--- config.mk ---
export PLATFORM = sky130hd
export DESIGN_NAME = prime_range_scanner
export DESIGN_NICKNAME = d
export VERILOG_FILES = /design/src/rtl/prime_pkg.sv /design/src/rtl/prime_fifo.sv /design/src/rtl/prime_range_scanner.sv
export SDC_FILE = /design/constraint.sdc
export NUM_CORES = 1
export LEC_CHECK = 0
export CAP_MARGIN = 40
export CORE_MARGIN = 4
export CORE_UTILIZATION = 35
export DETAILED_ROUTE_END_ITERATION = 7
export GPL_TIMING_DRIVEN = 0
export PLACE_DENSITY = 0.61
export SLEW_MARGIN = 20
export SYNTH_ARGS = -nofsm -noshare
export SYNTH_HDL_FRONTEND = slang
export SYNTH_HIERARCHICAL = 1
export SYNTH_SLANG_ARGS = --single-unit
--- constraint.sdc ---
create_clock -name clk -period 5.4 [get_ports clk]
set_input_delay 1.08 -clock clk [delete_from_list [all_inputs] [get_ports clk]]
set_output_delay 1.08 -clock clk [all_outputs]
set_load 0.01 [all_outputs]
--- src/rtl/prime_pkg.sv ---
// Shared definitions for the prime range scanner.
//   scan_state_t : scanner FSM states (IDLE, SCAN, DRAIN)
//   DEF_WIDTH    : default candidate / range width, matches the prime checker input
package prime_pkg;

   typedef enum logic [1:0] {
      IDLE  = 2'd0,
      SCAN  = 2'd1,
      DRAIN = 2'd2
   } scan_state_t;

   localparam int DEF_WIDTH = 32;

endpackage

--- src/rtl/prime_fifo.sv ---
// Synchronous FIFO holding primes found by the scanner.
//   clk, rst   : clock, synchronous active-high reset (empties the FIFO)
//   push       : write push_data; ignored when full unless a pop happens together
//   push_data  : entry to write
//   pop        : remove head entry; ignored when empty
//   full/empty : occupancy flags
//   head       : current head entry, 0 while empty
// Pointers carry one extra wrap bit so full and empty are distinguishable.
// There is no write-to-read bypass: an entry pushed into an empty FIFO
// becomes visible on the following cycle.
module prime_fifo #(
   parameter int WIDTH      = 32,
   parameter int FIFO_DEPTH = 4
) (
   input  logic             clk,
   input  logic             rst,
   input  logic             push,
   input  logic [WIDTH-1:0] push_data,
   input  logic             pop,
   output logic             full,
   output logic             empty,
   output logic [WIDTH-1:0] head
);

   localparam int AW = $clog2(FIFO_DEPTH);

   logic [WIDTH-1:0] mem [FIFO_DEPTH];
   logic [AW:0]      wr_ptr;
   logic [AW:0]      rd_ptr;
   logic             do_push;
   logic             do_pop;

   assign empty   = (wr_ptr == rd_ptr);
   assign full    = (wr_ptr[AW] != rd_ptr[AW]) && (wr_ptr[AW-1:0] == rd_ptr[AW-1:0]);
   assign do_pop  = pop && !empty;
   // A pop in the same cycle frees the slot, so push-when-full is legal then.
   assign do_push = push && (!full || do_pop);
   assign head    = empty ? '0 : mem[rd_ptr[AW-1:0]];

   always_ff @(posedge clk) begin
      if (rst) begin
         wr_ptr <= '0;
         rd_ptr <= '0;
      end else begin
         if (do_push) wr_ptr <= wr_ptr + 1'b1;
         if (do_pop)  rd_ptr <= rd_ptr + 1'b1;
      end
   end

   // Storage needs no reset; head is masked while empty.
   always_ff @(posedge clk) begin
      if (do_push) mem[wr_ptr[AW-1:0]] <= push_data;
   end

endmodule

--- src/rtl/prime_range_scanner.sv ---
// Walks an inclusive range [range_lo, range_hi], one candidate per cycle,
// through an external combinational prime checker and streams the primes
// out through a small FIFO.
//   clk, rst          : clock, synchronous active-high reset
//   start             : begin a scan (accepted only in IDLE)
//   range_lo/range_hi : inclusive bounds, sampled on an accepted start
//   busy              : high while scanning or draining
//   done              : one-cycle pulse at end of scan (or empty range)
//   cand_num          : current candidate, drives the checker
//   cand_is_prime     : checker result for cand_num
//   prime_valid/ready : output stream handshake
//   prime_data        : output stream head entry
//   prime_count       : primes found in current/last scan, saturating
module prime_range_scanner
   import prime_pkg::*;
#(
   parameter int WIDTH      = DEF_WIDTH,
   parameter int FIFO_DEPTH = 4,
   parameter int COUNT_W    = 16
) (
   input  logic               clk,
   input  logic               rst,
   input  logic               start,
   input  logic [WIDTH-1:0]   range_lo,
   input  logic [WIDTH-1:0]   range_hi,
   output logic               busy,
   output logic               done,
   output logic [WIDTH-1:0]   cand_num,
   input  logic               cand_is_prime,
   output logic               prime_valid,
   input  logic               prime_ready,
   output logic [WIDTH-1:0]   prime_data,
   output logic [COUNT_W-1:0] prime_count
);

   scan_state_t      state;
   logic [WIDTH-1:0] hi_r;
   logic             fifo_full;
   logic             fifo_empty;
   logic             push_ok;
   logic             push;
   logic             advance;

   assign prime_valid = !fifo_empty;
   assign push_ok     = !fifo_full || (prime_valid && prime_ready);
   assign push        = (state == SCAN) && cand_is_prime && push_ok;
   // A prime that cannot be stored holds the scan on this candidate.
   assign advance     = (state == SCAN) && (!cand_is_prime || push_ok);

   prime_fifo #(
      .WIDTH      (WIDTH),
      .FIFO_DEPTH (FIFO_DEPTH)
   ) u_fifo (
      .clk       (clk),
      .rst       (rst),
      .push      (push),
      .push_data (cand_num),
      .pop       (prime_ready),
      .full      (fifo_full),
      .empty     (fifo_empty),
      .head      (prime_data)
   );

   always_ff @(posedge clk) begin
      if (rst) begin
         state       <= IDLE;
         busy        <= 1'b0;
         done        <= 1'b0;
         cand_num    <= '0;
         hi_r        <= '0;
         prime_count <= '0;
      end else begin
         done <= 1'b0;
         case (state)
            IDLE: begin
               if (start) begin
                  prime_count <= '0;
                  if (range_lo <= range_hi) begin
                     cand_num <= range_lo;
                     hi_r     <= range_hi;
                     busy     <= 1'b1;
                     state    <= SCAN;
                  end else begin
                     done <= 1'b1;
                  end
               end
            end
            SCAN: begin
               if (push && prime_count != '1)
                  prime_count <= prime_count + 1'b1;
               // Compare before increment so hi = all-ones never wraps.
               if (advance) begin
                  if (cand_num == hi_r) state    <= DRAIN;
                  else                  cand_num <= cand_num + 1'b1;
               end
            end
            DRAIN: begin
               if (fifo_empty) begin
                  done  <= 1'b1;
                  busy  <= 1'b0;
                  state <= IDLE;
               end
            end
            default: begin
               state <= IDLE;
               busy  <= 1'b0;
            end
         endcase
      end
   end

endmodule

## Yosys cells after proc, flatten, opt, wreduce, memory -nomap -nowiden

Memories as Yosys holds them, arrays and structs flattened. A register that Yosys moved wholly into a read port is not among the register bits.
Index checks and enable logic that the tools add are counted.

- Memory bits (writable): 128
- Bits in read-only memories: 0
- Memories: 1
- Bits in registers: 90
- Bits in latches: 0
- Output and inout port bits: 83

Memories:

| name | words | width | read ports | clocked after Yosys merged registers in | write ports | RTL line | RTL |
|---|---|---|---|---|---|---|---|
| u_fifo.mem | 4 | 32 | 1 | 1 | 1 | prime_fifo.sv:27 | `logic [WIDTH-1:0] mem [FIFO_DEPTH];` |

- Add/subtract/negate cells: 4
- Muxes and demuxes: 27
- Equal/unequal tests: 14
- Shifts and indexed selects: 0
- Bitwise operators: 1
- Div/mod/pow operators: 0
- Magnitude comparators: 1
- $mul: 0
- Reduce and logical (&&, ||, !) cells: 19

Operators with widths:

| cell | number |
|---|---|
| two-way mux 32 bit | 5 |
| case mux 32 bit (2 select lines) | 1 |
| adder 32 x 1 -> 32 bit (second input constant) | 1 |
| equality test 32 bit | 1 |
| less-or-equal comparator 32 bit | 1 |
| two-way mux 16 bit | 2 |
| case mux 16 bit (2 select lines) | 1 |
| adder 16 x 1 -> 16 bit (second input constant) | 1 |
| != test 16 bit (second input constant) | 1 |
| two-way mux 2 bit | 7 |
| AND reduction 5 bit | 2 |
| two-way mux 1 bit | 8 |
| != test 2 bit (second input constant) | 4 |
| logical AND 1 bit | 7 |
| adder 3 x 1 -> 3 bit (second input constant) | 2 |
| != test 2 x 1 -> 1 bit (second input constant) | 3 |
| case mux 2 bit (3 select lines) | 1 |
| AND reduction 3 bit | 2 |
| AND reduction 4 bit | 1 |
| equality test 3 bit | 1 |
| zero test 1 bit | 3 |
| case mux 1 bit (3 select lines) | 1 |
| equality test 2 x 1 -> 1 bit (second input constant) | 1 |
| equality test 2 bit | 1 |
| 7 further kinds | 8 |

## Depth between registers and ports, before layout

Gate-level depths: netlist of the first run.

- Depth after elaboration: 8
- Depth in mapped cells: 10
- Mapped depth without buffers: 9

## Hierarchy

Netlist of the first run, hierarchy kept.

Modules (own cells, without submodules):

| module | instances | cells an instance | sequential area each (µm²) | area an instance (µm²) |
|---|---|---|---|---|
| prime_range_scanner | 1 | 665 | 1,681.6 | 5,421.4 |
| prime_fifo | 1 | 256 | 4,003.8 | 5,315.1 |

## Worst setup path after synthesis of the first run

No wires, ideal clock.

- Path kind: flip-flop to flip-flop
- Start: reg u_fifo.wr_ptr[0]
- End: reg u_fifo.wr_ptr[2]
- Arrival: 3.805 ns
- Cell stages (with the launch flop): 9
- Buffers on the path: 1
- Data required time: 5.274 ns
- Slack: 1.469 ns
- Cell sequence: dfxtp_1 -> xor2_1 -> nor3_2 -> clkbuf_1 -> nand2b_1 -> a211oi_1 -> nand2_1 -> a41oi_1 -> mux2_2

- Word-level cells in the longest chain between the ends: 6
- Elaborated cells on any way between the ends: 10

Ends and longest elaborated chain:

| item | RTL line | RTL |
|---|---|---|
| start, declared | prime_fifo.sv:28 | `logic [AW:0] wr_ptr;` |
| start signal, assigned | prime_fifo.sv:45 | `if (do_push) wr_ptr <= wr_ptr + 1'b1;` |
| equality test 3 bit | prime_fifo.sv:33 | `assign empty = (wr_ptr == rd_ptr);` |
| net fifo_empty | prime_range_scanner.sv:39 | `logic fifo_empty;` |
| zero test 1 bit | prime_range_scanner.sv:44 | `assign prime_valid = !fifo_empty;` |
| logical AND 1 bit | prime_range_scanner.sv:45 | `assign push_ok = !fifo_full \|\| (prime_valid && prime_ready);` |
| logical OR 1 bit | prime_range_scanner.sv:45 |  |
| logical AND 1 bit | prime_range_scanner.sv:46 | `assign push = (state == SCAN) && cand_is_prime && push_ok;` |
| net push | prime_range_scanner.sv:41 | `logic push;` |
| logical AND 1 bit | prime_fifo.sv:37 | `assign do_push = push && (!full \|\| do_pop);` |

The timed path passes the listed nets, and every way through them passes these cells.
A chain may end at the register's enable or synchronous reset.

## Final worst setup path of the first run

- Start: reg u_fifo.wr_ptr[0]
- End: out prime_data[25]

- Word-level cells in the longest chain between the ends: 2

Ends and longest elaborated chain:

| item | RTL line | RTL |
|---|---|---|
| equality test 3 bit | prime_fifo.sv:33 |  |
| two-way mux 32 bit | prime_fifo.sv:38 | `assign head = empty ? '0 : mem[rd_ptr[AW-1:0]];` |
| end, declared | prime_range_scanner.sv:32 | `output logic [WIDTH-1:0] prime_data,` |

No other way between the ends.

==> metrics.cfg, run 1 <==
[synth]
syn-num-nets=1029
yosysWarningCount=6
ys_seq_elements=220
syn_avg_cell_area_sq_um=11.7
synth_ff_type=edfxtp_1
synth-xor-area-share_pct=4.16
async_flop_share_pct=0
synth_area_leaders=edfxtp_1 (36%), dfxtp_1 (17%), mux4_2 (6.7%)
yosysTopAreaCell=edfxtp_1
yosys-mux-area-fraction_pct=10.4
synthSimpleGateAreaFrac_pct=14.0
synth_top_family_by_area=simple AND/OR/NAND/NOR gates
synth_edf_count=128
netlist_instances=921
synth_fa_ha_area_share_pct=4.54
yosysTopAreaCellShare_pct=35.8
synth_compound_area_share_pct=9.85
seq_area_frac_synth_pct=53.0
syn-cell-area_sq_um=10700
yosysUniqueCellTypes=70

[placement]
place_hpwl_mm=23.1
post-place-ws_ps=1250
place_congestion=0.999
numPortBuffers=151
dp_cells=1467

[critical_path]
worst-endpoint-required_ps=4320
reg2regPathDepth=10
critPathCaptureType=output pin
timing.rr.end=prime_count[11]$_SDFFE_PP0P_
r2r_start=u_fifo/rd_ptr[2]$_SDFFE_PP0P_
cp_cell_sequence=xor2_1 -> nor3_2 -> clkbuf_1 -> nor2b_1 -> clkdlybuf4s50_1
reg2reg_slack_ps=2020
start_kind=register
slowest_delay_ps=510
setup.worst_path.class=reg2out
cp_max_fo=10
critical_path_arrival_ps=2750
slowest_stage=clkdlybuf4s50_1

[global_routing]
antenna_found_initial=0
overflow=0
grt_pass1_wl_mm=46.7
grt_max_degree=22
grt_pass1_vias=7866
grtUsageTotal_pct=17.8

[clocking]
clkLatencyLatePin_ps=540
cts.sinks=220
root_buffer=clkbuf_16
path_clk_slew_ps=60
ctsResizeCount=0
postCtsSetupBuffers=0
cts_made_buffers=25
cts_tree=done
cts_max_level=1
ctsHoldBuffers=0
clockBufferDepth=3

[sta]
hold_violations=0
max_freq_ghz=0.261
relSlewSlack_pct=46.9
worstMarginPinSlew_ps=794
rsz0062_at_grt=no
finalWorstSetupSlack_ps=1570
setup_violations=0
clock-skew-final_ps=20.6
slew_violations=0
fin_crit_sh_pct=71.0
period_needed_ps=3830

[min_path]
min_path_type=reg2reg
holdPathStages=2
hold_end=busy$_SDFFE_PP0P_
hp-start=busy$_SDFFE_PP0P_

[power]
ir_worst_vdd_v=0.000202
p_per_area_nw_per_um2=340
total_power_mw=4.67
power_frac_comb_pct=20.9
switchingPower_mw=1.28
cellLeakagePower_nw=4.98
clockPowerShare_pct=36.8
switching_share_pct=27.5
seq_power_share_pct=42.3
intPower_mw=3.39

[finish]
area_growth_pct=28.0
drive_gt1_share_pct=11.6
num-fill-cells=2762
fin_nets=1213
stdcell_count=1514
diodes=0

[floorplan]
io_pins=152
dieHeight_microns=183
row_count=63
die_area_sq_um=33500
die_x_microns=183
core_region_area_sq_um=30000
start_util_pct=35.8

[routing]
ant_nets=0
via_per_inst=5.38
drc=0
wl_mm=30.4
post_drt_wl_per_cell_microns=20.1
drtPass1Iterations=5
vias=8146
drtIter0Drc=631

[outcome]
status=completed

[run]
maxCapViolCount=0

==> area by class of cell <==
cell class                 count  area [sq um]  area share (%)
inverter                      43           161            1.17
sequential                   220          5690            41.4
clock buffer                  33           686            4.99
buffer                        48           270            1.97
clock inverter                13           158            1.15
multi-input combinational    610          4640            33.8
timing repair buffer         157          1650            12.0
tap                          390           488            3.55
==> layout by cell type (no fill, tap or decap), types with 4 or more instances in the layout <==
cell | netlist | final
mux2_2 | 4 | 4
mux4_2 | 32 | 32
nand2_1 | 48 | 48
a31o_2 | 4 | 4
clkinv_2 | 0 | 8
mux2i_1 | 34 | 34
nand4_1 | 13 | 13
a211oi_1 | 9 | 9
clkbuf_8 | 1 | 4
nor2b_1 | 35 | 35
nor2_1 | 76 | 76
a22oi_1 | 4 | 4
buf_16 | 0 | 4
dfxtp_1 | 92 | 92
and3_1 | 10 | 10
edfxtp_1 | 128 | 128
nand3_1 | 28 | 28
nor3_1 | 17 | 17
clkbuf_16 | 0 | 25
clkdlybuf4s50_1 | 0 | 151
xnor2_1 | 6 | 6
nor4_1 | 17 | 17
inv_1 | 42 | 42
o31ai_1 | 9 | 9
buf_2 | 12 | 12
o21ai_0 | 33 | 33
o211ai_1 | 15 | 15
a32o_1 | 4 | 4
clkbuf_1 | 25 | 30
buf_8 | 3 | 4
ha_1 | 39 | 39
o32ai_1 | 4 | 4
a31oi_1 | 12 | 12
and2_1 | 9 | 6
xor2_1 | 45 | 45
and4_1 | 5 | 5
nand2b_1 | 4 | 4
a21oi_1 | 57 | 57
==> power groups by stage <==
stage                     Combinational (mW)  Sequential [mW]  Clock, mW
after floorplan                        0.535             1.97          0
after global placement                 0.963             2.00          0
after detailed placement               0.979             2.01          0
after CTS                              0.982             1.97       1.76
after global routing                    1.06             1.99       1.84
final                                  0.976             1.97       1.72
==> worst max path at each step <==
stage	from	to	slack [ps]	cells past startpoint
3_3_place_gp	prime_ready	u_fifo/wr_ptr[2]$_SDFFE_PP0P_	-690	6
6_report	u_fifo/wr_ptr[0]$_SDFFE_PP0P_	prime_data[25]	1570	5
2_1_floorplan	u_fifo/wr_ptr[0]$_SDFFE_PP0P_	u_fifo/wr_ptr[2]$_SDFFE_PP0P_	1470	8
3_5_place_dp	range_hi[26]	cand_num[18]$_SDFFE_PP0P_	1250	11
5_1_grt	u_fifo/wr_ptr[0]$_SDFFE_PP0P_	prime_data[25]	1280	5
4_1_cts	u_fifo/wr_ptr[0]$_SDFFE_PP0P_	prime_data[13]	1170	5
==> cell families after synthesis <==
group / count (synthesis)
adders and majority gates: 39
buffers and inverters: 91
muxes: 71
DFF: 220
xor gates and xnor gates: 51
and+or+nand+nor: 283
AOI/OAI and AO/OA: 166
==> synthesized netlist by cell type (25+ instances only) <==
cell type / n
edfxtp_1: 128
dfxtp_1: 92
nor2_1: 76
a21oi_1: 57
nand2_1: 48
xor2_1: 45
inv_1: 42
ha_1: 39
nor2b_1: 35
mux2i_1: 34
o21ai_0: 33
mux4_2: 32
nand3_1: 28
clkbuf_1: 25
==> stage by stage <==
step	util, %	TNS, ps	hold WS [ps]	area (sq um)
2_1_floorplan	-	0	480	10700
3_3_place_gp	42.5	-18480	470	12700
3_5_place_dp	43.0	0	482	12900
4_1_cts	45.8	0	494	13700
5_1_grt	45.9	0	537	13700
6_report	45.9	0	488	13700
==> flip-flops by register name, summed over array words and instances, names as in the netlist, named ones only <==
| name | flops |
|---|---|
| u_fifo/mem | 128 |
| cand_num | 32 |
| hi_r | 32 |
| prime_count | 16 |
| u_fifo/rd_ptr | 3 |
| u_fifo/wr_ptr | 3 |
| state | 2 |
| busy | 1 |
| done | 1 |
==> worst max-delay path: cells and delay by family, from the launching register on <==
kind	cells	cell delay, ps
xor gates and xnor gates	1	160
buffers and inverters	2	970
DFF	1	460
and+or+nand+nor	2	630
==> per-layer routing <==
layer	GRT usage, %	wire length (microns)	vias to the layer above
met1	25.4	13700	3929
met4	5.04	785	0
met3	2.38	1950	54
met5	0	0	-
li1	-	-	3820
met2	28.5	14000	343
(Power assumes the default switching activity.)
==> inputs of run 2 (changes only) <==
==> constraint.sdc (replaced) <==
create_clock -name clk -period 3.6 [get_ports clk]
set_input_delay 0.72 -clock clk [delete_from_list [all_inputs] [get_ports clk]]
set_output_delay 0.72 -clock clk [all_outputs]
set_load 0.01 [all_outputs]
==> metrics.cfg, run 2 (synthesis gave the netlist of run 1 again) <==
[outcome]
status=completed  ; unchanged

[floorplan]
core_region_area_sq_um=30000  ; unchanged
io_pins=152  ; unchanged
dieHeight_microns=183  ; unchanged
start_util_pct=35.8  ; unchanged
row_count=63  ; unchanged
die_area_sq_um=33500  ; unchanged
die_x_microns=183  ; unchanged

[sta]
finalWorstSetupSlack_ps=179  ; was 1570 ps
setup_violations=0  ; unchanged
fin_crit_sh_pct=95.0
worstMarginPinSlew_ps=861  ; was 794 ps
max_freq_ghz=0.292
slew_violations=0  ; unchanged
period_needed_ps=3420
clock-skew-final_ps=19.0  ; was 20.6 ps
relSlewSlack_pct=42.4  ; was 46.9%
hold_violations=0  ; unchanged

[global_routing]
grtUsageTotal_pct=18.2  ; was 17.8%
grt_max_degree=18  ; was 22
antenna_found_initial=1  ; was 0
overflow=0  ; unchanged
grt_pass1_wl_mm=47.9  ; was 46.7 mm
grt_pass1_vias=8040  ; was 7,866

[power]
cellLeakagePower_nw=4.94  ; was 4.98 nW
p_per_area_nw_per_um2=501  ; was 340 nW/um^2
ir_worst_vdd_v=0.000363  ; was 0.000202 V
total_power_mw=6.86  ; was 4.67 mW

[finish]
fin_nets=1211  ; was 1,213
area_growth_pct=27.4  ; was 28.0%
layout_common_cells=clkdlybuf4s50_1 (151), edfxtp_1 (128), dfxtp_1 (92)  ; unchanged
layout_commonest_cell=clkdlybuf4s50_1  ; unchanged
largest_reg_flops=128  ; unchanged
stdcell_count=1512  ; was 1,514
drive_gt1_share_pct=11.6  ; about the same

[critical_path]
cp_max_fo=13  ; was 10
slowest_delay_ps=500  ; was 510 ps
critPathCaptureType=output pin  ; unchanged
setup.worst_path.class=reg2out  ; unchanged
r2r_start=u_fifo/wr_ptr[0]$_SDFFE_PP0P_  ; was u_fifo/rd_ptr[2]$_SDFFE_PP0P_
timing.rr.end=cand_num[10]$_SDFFE_PP0P_  ; was prime_count[11]$_SDFFE_PP0P_
reg2reg_slack_ps=300  ; was 2020 ps
critical_path_buf_inv_count=2  ; unchanged
worst-endpoint-required_ps=2880  ; was 4320 ps
critical_path_arrival_ps=2700  ; was 2750 ps
crit_family=buffers and inverters  ; unchanged
reg2regPathDepth=8  ; was 10
slowest_stage=clkdlybuf4s50_1  ; unchanged
start_kind=register  ; unchanged
cp_cell_sequence=xor2_1 -> nor3_2 -> buf_2 -> nor2b_1 -> clkdlybuf4s50_1  ; was xor2_1 -> nor3_2 -> clkbuf_1 -> nor2b_1 -> clkdlybuf4s50_1

[routing]
drc=0  ; unchanged
wl_met3_mm=2.04  ; was 1.95 mm
routed-wl-met2_mm=14.2  ; was 14.0 mm
dr.max_layer_used=met4  ; unchanged
post_drt_wl_per_cell_microns=20.7  ; was 20.1 microns
wl_met1_mm=14.2  ; was 13.7 mm
wl_mm=31.2  ; was 30.4 mm
drtIter0Drc=526  ; was 631
ant_nets=0  ; unchanged
drtPass1Iterations=5  ; unchanged
via_per_inst=5.34  ; was 5.38
vias=8070  ; was 8,146

[min_path]
hold_end=busy$_SDFFE_PP0P_  ; unchanged
holdPathStages=2  ; unchanged
min_path_type=reg2reg  ; unchanged
hp-start=busy$_SDFFE_PP0P_  ; unchanged

[placement]
dp_cells=1467  ; unchanged
numPortBuffers=151  ; unchanged
place_congestion=0.914  ; was 0.999
place_hpwl_mm=23.5  ; was 23.1 mm
post-place-ws_ps=-138  ; was 1250 ps

[clocking]
cts_tree=done  ; unchanged
cts_max_level=1  ; unchanged
cts.sinks=220  ; unchanged
ctsHoldBuffers=0  ; unchanged
cts_made_buffers=25  ; unchanged
clkLatencyLatePin_ps=520  ; was 540 ps
postCtsSetupBuffers=0  ; unchanged
root_buffer=clkbuf_16  ; unchanged
clockBufferDepth=3  ; unchanged
path_clk_slew_ps=60  ; about the same

[run]
maxCapViolCount=0  ; unchanged

## run 2: worst min-delay path: stages (launching register included)
cell     delay [ps]
dfxtp_1         340
a31oi_1          50
nor2_1           80
## run 2: layout make-up
class | count | area (sq um)
Antenna cell | 1 | 2.50
Tap cell | 390 | 488
Sequential cell | 220 | 5690
Fill cell | 2820 | 16300
Clock buffer | 29 | 641
Buffer | 47 | 270
Timing Repair Buffer | 156 | 1640
Multi-Input combinational cell | 610 | 4660
Clock inverter | 16 | 141
Inverter | 43 | 161
## run 2: power breakdown
| group | total [mW] | internal (mW) | leakage, nW | switching (mW) |
|---|---|---|---|---|
| logic | 1.47 | 0.721 | 2.62 | 0.745 |
| clock network | 2.43 | 1.42 | 0.370 | 1.01 |
| registers | 2.96 | 2.79 | 1.95 | 0.169 |
| total | 6.86 | 4.93 | 4.94 | 1.92 |
## run 2: worst max-delay path by stage
stage	start	end	slack (ps)	cells past startpoint
2_1_floorplan	u_fifo/wr_ptr[0]$_SDFFE_PP0P_	u_fifo/wr_ptr[2]$_SDFFE_PP0P_	390	8
5_1_grt	u_fifo/wr_ptr[0]$_SDFFE_PP0P_	prime_data[13]	-3	5
6_report	u_fifo/wr_ptr[0]$_SDFFE_PP0P_	prime_data[13]	180	5
4_1_cts	u_fifo/rd_ptr[2]$_SDFFE_PP0P_	u_fifo/mem[2][20]$_DFFE_PP_	4	8
3_3_place_gp	u_fifo/wr_ptr[0]$_SDFFE_PP0P_	u_fifo/wr_ptr[2]$_SDFFE_PP0P_	-1070	8
3_5_place_dp	u_fifo/wr_ptr[0]$_SDFFE_PP0P_	cand_num[5]$_SDFFE_PP0P_	-140	9
## run 2: layer usage
layer / vias up / global-route usage, %
li1: 3806 / -
met1: 3884 / 26.4
met2: 329 / 28.6
met3: 51 / 2.48
met4: 0 / 5.24
met5: - / 0
## run 2: metrics by stage
| stage | util, % | TNS [ps] | area [sq um] | hold WS, ps |
|---|---|---|---|---|
| 3_3_place_gp | 42.5 | -113630 | 12700 | 472 |
| 5_1_grt | 45.7 | -3.42 | 13700 | 533 |
| 2_1_floorplan | - | 0 | 10700 | 480 |
| 3_5_place_dp | 43.0 | -12660 | 12900 | 480 |
| 4_1_cts | 45.6 | 0 | 13700 | 495 |
| 6_report | 45.7 | 0 | 13700 | 499 |
## run 2: what timing repair did
action	4_1_cts	5_1_grt
hold endpoints to repair	0	0
setup endpoints to repair	95	84
gates resized for setup	2	6
